## src/rtl/interrupt_ack_decoder_if.sv

```systemverilog
// Interrupt request/acknowledge bundle shared by the decoder and whatever
// drives its sources and acknowledges (the master side).
interface interrupt_ack_decoder_if #(
    parameter int unsigned N_IRQ = 4,
    parameter int unsigned ID_W  = 2
);
    logic [N_IRQ-1:0] irq_src;
    logic [N_IRQ-1:0] irq_mask;
    logic [N_IRQ-1:0] pending;
    logic             ack_valid;
    logic [ID_W-1:0]  ack_id;
    logic             ack_ready;
    logic             eoi;
    logic             in_service;
    logic [ID_W-1:0]  active_id;
    logic             ack_err;

    modport master (
        output irq_src, irq_mask, ack_valid, ack_id, eoi,
        input  pending, ack_ready, in_service, active_id, ack_err
    );

    modport slave (
        input  irq_src, irq_mask, ack_valid, ack_id, eoi,
        output pending, ack_ready, in_service, active_id, ack_err
    );
endinterface

```

## src/rtl/interrupt_ack_decoder.sv

```systemverilog
// Edge-captures interrupt sources into a pending register, accepts an id
// acknowledge, and tracks the single in-service interrupt until EOI.
module interrupt_ack_decoder #(
    parameter int unsigned N_IRQ = 4,
    parameter int unsigned ID_W  = 2
) (
    input  logic                    clk,
    input  logic                    rst,
    interrupt_ack_decoder_if.slave  bus
);
    typedef enum logic {IDLE, SERVICE} state_t;

    state_t           state_q;
    logic [N_IRQ-1:0] src_prev_q;
    logic [N_IRQ-1:0] pend_q;
    logic [N_IRQ-1:0] pend_d;
    logic             in_service_q;
    logic [ID_W-1:0]  active_id_q;
    logic             ack_err_q;

    logic [N_IRQ-1:0] pending_w;
    logic [N_IRQ-1:0] edge_w;
    logic [N_IRQ-1:0] clr_w;
    logic             accept_w;

    always_comb begin
        pending_w = pend_q & ~bus.irq_mask;
        edge_w    = bus.irq_src & ~src_prev_q;
        accept_w  = (state_q == IDLE) && bus.ack_valid && pending_w[bus.ack_id];
        clr_w     = '0;
        if (accept_w) begin
            clr_w[bus.ack_id] = 1'b1;
        end
        // A fresh edge on the bit being acknowledged is kept as a new event.
        pend_d    = (pend_q & ~clr_w) | edge_w;
    end

    always_ff @(posedge clk or posedge rst) begin
        if (rst) begin
            state_q      <= IDLE;
            src_prev_q   <= '0;
            pend_q       <= '0;
            in_service_q <= 1'b0;
            active_id_q  <= '0;
            ack_err_q    <= 1'b0;
        end else begin
            src_prev_q <= bus.irq_src;
            pend_q     <= pend_d;
            ack_err_q  <= 1'b0;
            case (state_q)
                IDLE: begin
                    if (accept_w) begin
                        state_q      <= SERVICE;
                        in_service_q <= 1'b1;
                        active_id_q  <= bus.ack_id;
                    end else if (bus.ack_valid) begin
                        ack_err_q <= 1'b1;
                    end
                end
                SERVICE: begin
                    // Acknowledges are never queued behind an in-service id.
                    if (bus.ack_valid) begin
                        ack_err_q <= 1'b1;
                    end
                    if (bus.eoi) begin
                        state_q      <= IDLE;
                        in_service_q <= 1'b0;
                    end
                end
                default: state_q <= IDLE;
            endcase
        end
    end

    assign bus.pending    = pending_w;
    assign bus.ack_ready  = (state_q == IDLE);
    assign bus.in_service = in_service_q;
    assign bus.active_id  = active_id_q;
    assign bus.ack_err    = ack_err_q;
endmodule
```

## src/flat_wrapper.sv

```systemverilog
// flat-port wrapper written by rule: the top's interface ports become plain ports
module interrupt_ack_decoder_flat 
#(
    parameter int unsigned N_IRQ = 4,
    parameter int unsigned ID_W  = 2
)
  (clk, rst, bus_irq_src, bus_irq_mask, bus_ack_valid, bus_ack_id, bus_eoi, bus_pending, bus_ack_ready, bus_in_service, bus_active_id, bus_ack_err);
  interrupt_ack_decoder_if #(.N_IRQ(N_IRQ), .ID_W(ID_W)) bus_i ();
  input  logic clk;
  input  logic rst;
  input wire logic [$bits(bus_i.irq_src)-1:0] bus_irq_src;
  input wire logic [$bits(bus_i.irq_mask)-1:0] bus_irq_mask;
  input wire logic [$bits(bus_i.ack_valid)-1:0] bus_ack_valid;
  input wire logic [$bits(bus_i.ack_id)-1:0] bus_ack_id;
  input wire logic [$bits(bus_i.eoi)-1:0] bus_eoi;
  output wire logic [$bits(bus_i.pending)-1:0] bus_pending;
  output wire logic [$bits(bus_i.ack_ready)-1:0] bus_ack_ready;
  output wire logic [$bits(bus_i.in_service)-1:0] bus_in_service;
  output wire logic [$bits(bus_i.active_id)-1:0] bus_active_id;
  output wire logic [$bits(bus_i.ack_err)-1:0] bus_ack_err;
  assign bus_i.irq_src = bus_irq_src;
  assign bus_i.irq_mask = bus_irq_mask;
  assign bus_i.ack_valid = bus_ack_valid;
  assign bus_i.ack_id = bus_ack_id;
  assign bus_i.eoi = bus_eoi;
  assign bus_pending = bus_i.pending;
  assign bus_ack_ready = bus_i.ack_ready;
  assign bus_in_service = bus_i.in_service;
  assign bus_active_id = bus_i.active_id;
  assign bus_ack_err = bus_i.ack_err;
  interrupt_ack_decoder #(.N_IRQ(N_IRQ), .ID_W(ID_W)) u_core (.clk(clk), .rst(rst), .bus(bus_i));
endmodule
```

## config.mk

```make
export PLATFORM = sky130hd
export DESIGN_NAME = interrupt_ack_decoder_flat
export DESIGN_NICKNAME = d
export VERILOG_FILES = /design/src/rtl/interrupt_ack_decoder_if.sv /design/src/rtl/interrupt_ack_decoder.sv /design/src/flat_wrapper.sv
export SDC_FILE = /design/constraint.sdc
export NUM_CORES = 1
export LEC_CHECK = 0
export CAP_MARGIN = 5
export CORE_AREA = 2 2 39 41
export CTS_BUF_LIST = sky130_fd_sc_hd__clkbuf_4 sky130_fd_sc_hd__clkbuf_8
export DETAILED_ROUTE_END_ITERATION = 12
export DIE_AREA = 0 0 41 43
export PLACE_DENSITY_LB_ADDON = 0.3
export SLEW_MARGIN = 20
export SYNTH_ARGS = -nofsm -noshare
export SYNTH_HDL_FRONTEND = slang
export SYNTH_SLANG_ARGS = --single-unit
```

## constraint.sdc

```tcl
create_clock -name clk -period 3.52 [get_ports clk]
set_input_delay 0.528 -clock clk [delete_from_list [all_inputs] [get_ports clk]]
set_output_delay 0.528 -clock clk [all_outputs]
set_load 0.05 [all_outputs]
```

==> reports/qor.yml <==
routing:
  wl_per_cell_um: 12.0
  drt-total-wl_mm: 1.09
  drtIter0Drc: 8
  vias: 434
  top_layer: "met4"
  dr_wl_met2_um: 575
  wl_met1_um: 465
  antenna_left: 0
  via_per_inst: 4.77
  drc_errors: 0
  wl_met3_um: 37
  dr.pass1.iters: 2
logic_synthesis:
  synth.yosys.seq_area_share: 0.582
  syn_nets: 63
  ys_seq_elements: 13
  avgSynthCellArea_sq_um: 11.4
  syn_area_sq_um: 559
  synthCells: 49
  ys_warn_count: 0
  synth.distinct_cells: 16
setup_path:
  cp_slowest_cell: "clkdlybuf4s50_1"
  critical_path_required_ns: 2.99
  worstPathArrival_ns: 2.02
  path_cells: "clkdlybuf4s50_1 -> and2b_4 -> clkdlybuf4s50_1"
  setup.worst_path.start_class: "input port"
  path_common_cell: "clkdlybuf4s50_1"
  worst-path-max-fanout: 3
  crit_type: "input port to output port"
  crit_family: "buffers and inverters"
  slowest_delay_ns: 0.81
  critPathBufInv: 2
  worstSetupEndpointType: "output port"
timing:
  hold_viol_final: 0
  slew_headroom: 0.658
  worstMarginPinSlew_ns: 0.512
  setup_viol: 0
  drv_slew: 0
  fin_crit_sh: 0.723
  clock.fmax_ghz: 0.393
  grt_setup_unrepaired: "false"
  layout_min_cycle_time_ns: 2.54
  skew_ns: 0.00106
  fin_ws_ns: 0.975
  tns_ns: 0
final_layout:
  fin_cells: 91
  area_delta_synth_final_pct: 48.3
  n_antenna_cell: 0
  fin_nets: 90
  drive_gt1_frac: 0.147
  utilization: 0.599
floorplanning:
  num_rows: 14
  die_h_um: 43
  io_pins: 23
  die-area_sq_um: 1760
  coreArea_sq_um: 1380
  initial_core_util: 0.404
  die_width_um: 41
clocking:
  cts_root_buffer: "clkbuf_4"
  hold_buffers: 0
  clock_path_buffers: 2
  clk_latency_ns: 0.26
  cts_sinks: 13
  cts.clk_slew.worst_paths_ns: 0.08
  post_cts_buffers: 0
  cts_resized: 0
  numCtsBuffers: 3
  h-tree-depth: 1
  cts_tree: "done"
grt:
  antenna_found_initial: 0
  grt_usage: 0.158
  grt_pass1_vias: 463
  grt_first_pass_wirelength_mm: 1.82
  grt_max_degree: 14
  grt_overflow: 0
place:
  hpwlAfterDp_um: 905
  placed_cells: 87
  port_buffers: 22
  post-place-ws_ns: 0.974
  routabilityCongestion: 0.757
power:
  power_density_nw_per_um2: 533
  vdd_drop_max_v: 0.000244
  p_leak_nw: 0.366
min_path:
  hold_path.class: "flip-flop to flip-flop"
job:
  cap_violations: 0
run_status:
  status: "finished, final reports clean"
worst register-to-register path, cell delays in order, from the launching register on:
cell and delay (ns):
dfrtp_1 0.39, and2b_4 0.17, mux4_2 0.47, nand2_2 0.12
mux2_4 0.30
report_power, final:
group | leakage, nW | switching (mW) | total (mW) | internal [mW]
Clock | 0.0184 | 0.0454 | 0.0968 | 0.0515
Sequential | 0.143 | 0.00953 | 0.179 | 0.170
Combinational | 0.204 | 0.101 | 0.166 | 0.0656
layer usage:
metal  vias to the layer above  global-route usage
met5                         -                   0
li1                        218                   -
met3                         2              0.0471
met1                       207               0.172
met2                         7               0.259
met4                         0              0.0800
cell usage in the layout (no fill, tap or decap):
| cell type | synthesis | layout |
|---|---|---|
| inv_1 | 8 | 8 |
| mux2_2 | 1 | 1 |
| nand2_2 | 1 | 1 |
| nor2b_1 | 3 | 3 |
| and2b_4 | 2 | 2 |
| mux2_4 | 1 | 1 |
| o41ai_1 | 2 | 2 |
| clkbuf_4 | 0 | 4 |
| dfrtp_1 | 13 | 13 |
| nand2_1 | 3 | 3 |
| a21boi_1 | 1 | 1 |
| inv_2 | 1 | 1 |
| clkdlybuf4s50_1 | 0 | 22 |
| mux4_2 | 1 | 1 |
| o21ai_0 | 8 | 8 |
| o31ai_1 | 2 | 2 |
| a21oi_1 | 1 | 1 |
| mux2i_1 | 1 | 1 |
area by class of cell:
class / count / area [sq um]
fillers: 125 / 554
repair buffers: 22 / 220
well taps: 16 / 20.0
inverters: 9 / 33.8
clock buffers: 4 / 30.0
multi-input cells: 27 / 200
flip-flops and latches: 13 / 325
stage by stage:
stage                     hold WS (ns)  power, mW  instance area (sq um)
after floorplan                  0.400      0.287                    559
after global placement           0.404      0.347                    800
after detailed placement         0.422      0.349                    800
after CTS                        0.437      0.446                    830
after global routing             0.447      0.467                    830
final                            0.432      0.442                    830
worst paths after layout:
| path | from | endpoint | slack (ns) | depth (start not counted) |
|---|---|---|---|---|
| min in group asynchronous | rst | u_core.src_prev_q[3] | 0.58 | 2 |
| hold / removal | u_core.src_prev_q[3] | u_core.pend_q[3] | 0.43 | 1 |
| max in group asynchronous | rst | u_core.bus.in_service | 2.62 | 2 |
| hold reg to reg | u_core.src_prev_q[3] | u_core.pend_q[3] | 0.43 | 1 |
| setup reg to reg | u_core.pend_q[1] | u_core.bus.active_id[0] | 1.96 | 4 |
| setup / recovery | bus_irq_mask[1] | bus_pending[1] | 0.98 | 3 |
logic make-up after synthesis:
family	share of synthesized area
buf+inv	0.0604
flops	0.582
simple gates	0.101
mux	0.105
compound gates	0.152
sequential cells by signal, indices dropped and copies added, names as in the netlist:
signal / count
u_core.pend_q: 4
u_core.src_prev_q: 4
u_core.bus.active_id: 2
u_core.bus.ack_err: 1
u_core.bus.in_service: 1
u_core.state_q: 1
synthesized netlist by cell type, drive strengths merged:
| library cell | count | area, sq um |
|---|---|---|
| a21oi | 1 | 5.00 |
| mux4 | 1 | 22.5 |
| o21ai | 8 | 40.0 |
| o41ai | 2 | 17.5 |
| dfrtp | 13 | 325 |
| and2b | 2 | 20.0 |
| nand2 | 4 | 17.5 |
| a21boi | 1 | 7.51 |
| inv | 9 | 33.8 |
| o31ai | 2 | 15.0 |
| mux2 | 2 | 26.3 |
| mux2i | 1 | 10.0 |
| nor2b | 3 | 18.8 |
Note: power is estimated with default switching activity, not from simulation.
